File: src/rtl/dlfloat_pkg.sv
// dlfloat_pkg
//   Shared DLFloat (1 sign / 6 exponent / 9 mantissa) definitions for the
//   adder arbiter slice: format constants, the word type and the arbiter
//   FSM state encoding.
package dlfloat_pkg;

    localparam int DLF_W     = 16;
    localparam int DLF_EXP_W = 6;
    localparam int DLF_MAN_W = 9;
    localparam int DLF_BIAS  = 31;

    typedef logic [DLF_W-1:0] dlf_t;

    typedef enum logic [1:0] {
        IDLE = 2'd0,
        WAIT = 2'd1,
        RESP = 2'd2
    } arb_state_t;

endpackage

File: src/rtl/dlf_rr_arbiter2.sv
// dlf_rr_arbiter2
//   Two-way combinational grant. A lone valid is always granted; on a tie
//   the requester that did not win last time is granted.
//   Optional macro DLF_ARB_FIXED_PRIO_EN: requester 0 always wins ties and
//   last_grant is ignored.
// Ports
//   valid[1:0]  in   request valids
//   last_grant  in   index of the previously granted requester
//   grant[1:0]  out  one-hot or zero grant
module dlf_rr_arbiter2
    import dlfloat_pkg::*;
(
    input  logic [1:0] valid,
    input  logic       last_grant,
    output logic [1:0] grant
);

`ifdef DLF_ARB_FIXED_PRIO_EN
    logic unused_last_grant;
    assign unused_last_grant = last_grant;
`endif

    always_comb begin
        grant = 2'b00;
        case (valid)
            2'b01:   grant = 2'b01;
            2'b10:   grant = 2'b10;
            2'b11: begin
`ifdef DLF_ARB_FIXED_PRIO_EN
                grant = 2'b01;
`else
                grant = last_grant ? 2'b01 : 2'b10;
`endif
            end
            default: grant = 2'b00;
        endcase
    end

endmodule

File: src/rtl/dlfloat_add_arbiter.sv
// dlfloat_add_arbiter
//   Shares one external combinational DLFloat adder between two requesters.
//   Operands are registered onto add_a/add_b, held for ADD_LAT cycles, then
//   add_sum is captured into resp_sum and presented to the owning requester
//   until it is taken. One transaction in flight at a time.
//   Optional macro DLF_ARB_FIXED_PRIO_EN (see dlf_rr_arbiter2): fixed
//   priority to requester 0 on ties instead of round-robin.
// Parameters
//   ADD_LAT  cycles add_a/add_b are held before add_sum is sampled (1..15)
//   DW       word width, fixed at 16
// Ports
//   clk, rst                    clock, synchronous active-high reset
//   req{0,1}_valid/ready/a/b    operand request channels
//   resp{0,1}_valid/ready       result response channels
//   resp_sum                    result shared by both response channels
//   add_a, add_b, add_sum       interface to the shared adder
//   busy                        high whenever the FSM is not idle
//
// state | meaning
// IDLE  | waiting for a request, readies follow the arbiter grant
// WAIT  | operands on the adder, counting down settle time
// RESP  | sum captured, waiting for owner's resp_ready
module dlfloat_add_arbiter
    import dlfloat_pkg::*;
#(
    parameter int ADD_LAT = 1,
    parameter int DW      = DLF_W
) (
    input  logic          clk,
    input  logic          rst,
    input  logic          req0_valid,
    output logic          req0_ready,
    input  logic [DW-1:0] req0_a,
    input  logic [DW-1:0] req0_b,
    output logic          resp0_valid,
    input  logic          resp0_ready,
    input  logic          req1_valid,
    output logic          req1_ready,
    input  logic [DW-1:0] req1_a,
    input  logic [DW-1:0] req1_b,
    output logic          resp1_valid,
    input  logic          resp1_ready,
    output logic [DW-1:0] resp_sum,
    output logic [DW-1:0] add_a,
    output logic [DW-1:0] add_b,
    input  logic [DW-1:0] add_sum,
    output logic          busy
);

    localparam logic [3:0] CNT_INIT = 4'(ADD_LAT - 1);

    arb_state_t state;
    logic [3:0] cnt;
    logic       owner;
    logic       last_grant;
    logic [1:0] grant;
    logic       idle;

    dlf_rr_arbiter2 u_arb (
        .valid      ({req1_valid, req0_valid}),
        .last_grant (last_grant),
        .grant      (grant)
    );

    assign idle = (state == IDLE);

    // Ready is suppressed during reset so no handshake is ever seen on an
    // edge that the reset discards.
    assign req0_ready = grant[0] & idle & ~rst;
    assign req1_ready = grant[1] & idle & ~rst;
    assign busy       = ~idle;

    always_ff @(posedge clk) begin
        if (rst) begin
            state       <= IDLE;
            cnt         <= 4'd0;
            owner       <= 1'b0;
            last_grant  <= 1'b1;
            add_a       <= '0;
            add_b       <= '0;
            resp_sum    <= '0;
            resp0_valid <= 1'b0;
            resp1_valid <= 1'b0;
        end else begin
            case (state)
                IDLE: begin
                    if (grant != 2'b00) begin
                        owner      <= grant[1];
                        last_grant <= grant[1];
                        add_a      <= grant[1] ? req1_a : req0_a;
                        add_b      <= grant[1] ? req1_b : req0_b;
                        cnt        <= CNT_INIT;
                        state      <= WAIT;
                    end
                end
                WAIT: begin
                    if (cnt == 4'd0) begin
                        resp_sum <= add_sum;
                        if (owner) resp1_valid <= 1'b1;
                        else       resp0_valid <= 1'b1;
                        state <= RESP;
                    end else begin
                        cnt <= cnt - 4'd1;
                    end
                end
                RESP: begin
                    if (owner ? resp1_ready : resp0_ready) begin
                        resp0_valid <= 1'b0;
                        resp1_valid <= 1'b0;
                        state       <= IDLE;
                    end
                end
                default: state <= IDLE;
            endcase
        end
    end

endmodule

File: config.mk
export PLATFORM = sky130hd
export DESIGN_NAME = dlfloat_add_arbiter
export DESIGN_NICKNAME = d
export VERILOG_FILES = /design/src/rtl/dlfloat_pkg.sv /design/src/rtl/dlf_rr_arbiter2.sv /design/src/rtl/dlfloat_add_arbiter.sv
export SDC_FILE = /design/constraint.sdc
export NUM_CORES = 1
export LEC_CHECK = 0
export BUFFER_PORTS_ARGS = -buffer_cell sky130_fd_sc_hd__buf_2
export CAP_MARGIN = 25
export CELL_PAD_IN_SITES_DETAIL_PLACEMENT = 0
export CELL_PAD_IN_SITES_GLOBAL_PLACEMENT = 1
export CORE_MARGIN = 2
export CORE_UTILIZATION = 34
export DETAILED_ROUTE_END_ITERATION = 10
export PLACE_DENSITY_LB_ADDON = 0.1
export RECOVER_POWER = 25
export SLEW_MARGIN = 0
export SYNTH_ARGS = -nofsm -noshare
export SYNTH_HDL_FRONTEND = slang
export SYNTH_HIERARCHICAL = 1
export SYNTH_SLANG_ARGS = --single-unit
File: constraint.sdc
create_clock -name clk -period 3.9 [get_ports clk]
set_clock_uncertainty 0.15 [all_clocks]
set_input_delay 0.195 -clock clk [delete_from_list [all_inputs] [get_ports clk]]
set_output_delay 0.195 -clock clk [all_outputs]
set_load 0.1 [all_outputs]
# Word level (Yosys, flattened, before mapping)
# Index checks and enable logic that the tools add are counted.
[classes]
mux = 19
n_eq_ne = 11
n_addsub = 1
reduce_logical = 11
bitwise = 6
[ops]
columns = ["op", "n"]
rows = [
  ["$mux W16", 2],
  ["$pmux W2 S3", 2],
  ["$ne A2 B2 Y1 const B", 5],
  ["$mux W2", 4],
  ["$mux W4", 2],
  ["$pmux W4 S2", 1],
  ["$reduce_and A4 Y1", 2],
  ["$eq A2 B2 Y1 const B", 3],
  ["$mux W1", 6],
  ["$reduce_and A3 Y1", 2],
  ["$reduce_bool A2 Y1", 3],
  ["$and A1 B1 Y1", 4],
  ["$eq A2 B1 Y1 const B", 2],
  ["$logic_not A4 Y1", 1],
  ["$pmux W1 S2", 2],
  ["$reduce_and A2 Y1", 2],
  ["$sub A4 B1 Y4 const B", 1],
  ["$logic_not A2 Y1", 1],
  ["$ne A2 B1 Y1 const B", 1],
  ["$not A1 Y1", 2],
]
[totals]
reg_bits = 58
out_inout_bits = 53
wordCells = 57

# Depth between registers and ports, before layout
[logic_depth]
depth_word = 5
ltp_mapped = 7
mapped_depth_nobuf = 5

# Modules after synthesis
# Netlist, hierarchy kept.
[by_module_without_submodules]
columns = ["mod", "seq_area_each_um2", "instances", "cells_each", "area_each_um2"]
rows = [
  ["dlfloat_add_arbiter", 1161.1, 1, 278, 2588.7],
  ["dlf_rr_arbiter2", 0.0, 1, 3, 18.8],
]

# Worst setup path after synthesis
# Ideal clock, no wire load.
[synth_timing]
kind = "register to output"
startpoint = "register last_grant"
endpoint = "output port req1_ready"
path_buffers = 2
arrival_time_ns = 1.751
stages_incl_launch_ff = 5
setup_slack_ns = 1.804
cell_sequence = "dfxtp_1 -> a21boi_0 -> buf_4 -> buf_2 -> and3_1"
[synth_via]
elab_chain_cells = 4
[synth_rtl]
columns = ["item", "line_no", "rtl"]
rows = [
  ["start, declared", "dlfloat_add_arbiter.sv:55", "logic last_grant;"],
  ["start signal, assigned", "dlfloat_add_arbiter.sv:89", "last_grant <= grant[1];"],
  ["$mux W2", "dlf_rr_arbiter2.sv:32", "grant = last_grant ? 2'b01 : 2'b10;"],
  ["$pmux W2 S3", "dlf_rr_arbiter2.sv:25", "case (valid)"],
  ["net grant[1]", "dlfloat_add_arbiter.sv:56", "logic [1:0] grant;"],
  ["$and A1 B1 Y1 (2 in a row)", "dlfloat_add_arbiter.sv:70", "assign req1_ready = grant[1] & idle & ~rst;"],
  ["end, declared", "dlfloat_add_arbiter.sv:38", "output logic req1_ready,"],
]
# The timed path passes the listed nets, and every way through them passes these cells.

# Worst setup path after layout
[layout_timing]
startpoint = "register state[1]"
endpoint = "output port busy"
[layout_via]
elab_chain_cells = 2
[layout_rtl]
columns = ["item", "line_no", "rtl"]
rows = [
  ["start, declared", "dlfloat_add_arbiter.sv:52", "arb_state_t state;"],
  ["start signal, assigned", "dlfloat_add_arbiter.sv:75", "state <= IDLE;"],
  ["start signal, assigned", "dlfloat_add_arbiter.sv:93", "state <= WAIT;"],
  ["start signal, assigned", "dlfloat_add_arbiter.sv:101", "state <= RESP;"],
  ["$logic_not A2 Y1", "dlfloat_add_arbiter.sv:65", "assign idle = (state == IDLE);"],
  ["$not A1 Y1", "dlfloat_add_arbiter.sv:71", "assign busy = ~idle;"],
  ["end, declared", "dlfloat_add_arbiter.sv:47", "output logic busy"],
]
# Every way passes these cells.

==> metrics <==
DIE HEIGHT 91.6 um; Critical Path Sink Type primary output; Post-synth EDFFs 0; Area Overhead vs Synth 40.7%; cell taking the most area after synthesis dfxtp_1; Max-Cap Viols 0; Initial Util a little over a third; final hold slack 0.0502 ns; crit-path cells nor2_2, buf_4, inv_1, buf_2; CP startpoint kind flop; Detail Placement HPWL approximately 5.0 mm; crit path buf inv count 3; IO Pins 139; Rel. slew slack 19.6%; family with the most delay on the worst path buffers and inverters; largest net degree at the start of global routing 59; maximum root-to-sink buffer count 2; status complete, no violations; top post-synthesis cells by area dfxtp_1 (45%), mux2i_1 (13%), a21oi_1 (9.8%); CP arrival 1.93 ns; # DRC 0; Crit Path Class reg2out; Synth Warn # 6; most common cell in the netlist dfxtp_1; Worst path max stage delay 0.39 ns; hold path start req0_a[3]; FMAX 440 MHz; Num CTS Buffers 9; Seq/Total Area, Yosys 44.5%; drt first pass iters 5; most frequent cells after synthesis dfxtp_1 (58), a21oi_1 (51), mux2i_1 (33); antenna violations before repair 0; register bit count reported by yosys 58; final setup violating endpoints 0; WL final 7.28 mm; R2R Setup Slk 1.73 ns; Ant. Diodes 0; vias in the first global route 2443; Routed WL per cell 13.8 um; Clock Root Buffer clkbuf_8; CTS sink cnt 58; CTS H-tree lvls 3; layout cells sized above 1 32.0%; worst skew pair latency 0.33 ns; first-pass GRT wire length between 10 and 15 mm; nets 512; FP Rows 31; mean post-synth cell area 9.28 um^2; post-layout minimum cycle time 2.27 ns; post-cts sizing count 0; Synth Flop Type dfxtp_1; worst vdd ir roughly 0.00025 V; synth unique cells 37; R2R Path Start state[1]; CP max-delay cell nor2_2; worst slew pin tran 1.21 ns; CP required 3.56 ns; power per cell area 600 mW/mm^2; die area 0.00839 mm^2; Worst Setup SP state[1]; clock slew at reported path FFs 0.06 ns; final slew viol count 0; Cell Area, Synth 0.00261 mm^2; fraction of registers with async set/reset 0%; RSZ-0062 raised after global routing no; Syn Inst Count ~280; die width 91.6 um; antenna viol nets, final 0; via count 2592; Post-CTS Setup Bufs 0; Final period util 58.3%; CTS tree yes; placed cells 496; Final Hold Vio Count 0; Final Wtd Congestion 0.737; proportion of netlist area held by the largest area contributor 44.5%; gr ovfl total 0; Iter 0 DRT Violations 89; PortBufs 138; # hold bufs at CTS 16; LEAKAGE 1.59 nW; fin cells 527; Post-Route Setup TNS 0 ns; hold crit path type in2reg; syn nets 369; via/cell ratio just under 5; crit-path max FO 27; GRT Total Usage 17.1%; core area 0.00733 mm^2
-- through the flow --
step	setup WS [ns]	total power, mW	cell area [um^2]	util [%]
after global routing	1.48	2.31	3670	50.0
after detailed placement	1.74	1.65	3340	45.5
after floorplan	1.80	1.48	2610	-
after CTS	1.61	2.24	3700	50.5
after global placement	1.79	1.64	3340	45.5
final	1.63	2.20	3670	50.0
-- placed cells by master, fill, tap and decap left out, drive strengths merged --
cell type / instances
bufinv: 1
a41o: 1
a22oi: 2
or4: 1
o21ai: 16
nor3: 2
o221ai: 2
or3b: 2
or2: 1
clkinv: 1
inv: 5
a21oi: 51
o31ai: 1
dfxtp: 58
clkbuf: 40
a21boi: 2
nor4: 1
nor2b: 4
nand4b: 1
nand2: 4
nor2: 5
dlygate4sd3: 16
or3: 1
a31oi: 1
nand2b: 1
and3: 2
buf: 118
nor3b: 1
a221o: 1
a221oi: 1
o32ai: 1
nand3: 17
a211oi: 32
ha: 2
mux2i: 33
-- per-layer routing --
layer | wire length [um] | GRT usage (%) | up-vias | part of all wire (%)
met4 | 72 | 4.67 | 0 | 0.99
met5 | 0 | 0 | - | 0
met2 | 3530 | 27.9 | 92 | 48
li1 | - | - | 1334 | -
met1 | 3170 | 20.8 | 1160 | 44
met3 | 512 | 6.72 | 6 | 7.0
-- final timing paths --
check	end	cells after the start
setup / recovery	busy	4
hold / removal	add_a[3]	3
setup reg to reg	add_a[12]	6
hold reg to reg	resp0_valid	2
-- flip-flops by register name, indices dropped and copies added (netlist names) --
name	cells
add_a	16
add_b	16
cnt	4
last_grant	1
owner	1
resp0_valid	1
resp1_valid	1
resp_sum	16
state	2
-- cell type report --
type / count / area [um^2]
Timing Repair Buffer: 161 / 870
Clock inverter: 2 / 35.0
Sequential cell: 58 / 1160
Multi-Input combinational cell: 189 / 1290
Fill cell: 746 / 3660
Clock buffer: 13 / 169
Inverter: 5 / 18.8
Tap cell: 99 / 124
-- cell families (layout without fill, tap and decap cells) --
group / count (synthesis) / count (layout) / synth area share, %
mux: 33 / 33 / 12.7
simple gates: 43 / 43 / 8.93
fa+ha+maj: 2 / 2 / 0.960
flops: 58 / 58 / 44.5
compound gates: 111 / 111 / 26.2
buf+inv: 34 / 181 / 6.77
-- worst min-delay path, stage by stage --
cell and delay, ns:
buf_2 0.09, mux2i_1 0.11, a211oi_1 0.08
-- where the power goes --
group | leakage (nW) | switching (mW) | total, mW | internal [mW]
registers | 0.478 | 0.0432 | 0.712 | 0.669
logic | 1.01 | 0.740 | 0.921 | 0.181
clock network | 0.106 | 0.226 | 0.569 | 0.343
total | 1.59 | 1.01 | 2.20 | 1.19
No activity file was read; power rests on OpenSTA's default activity.
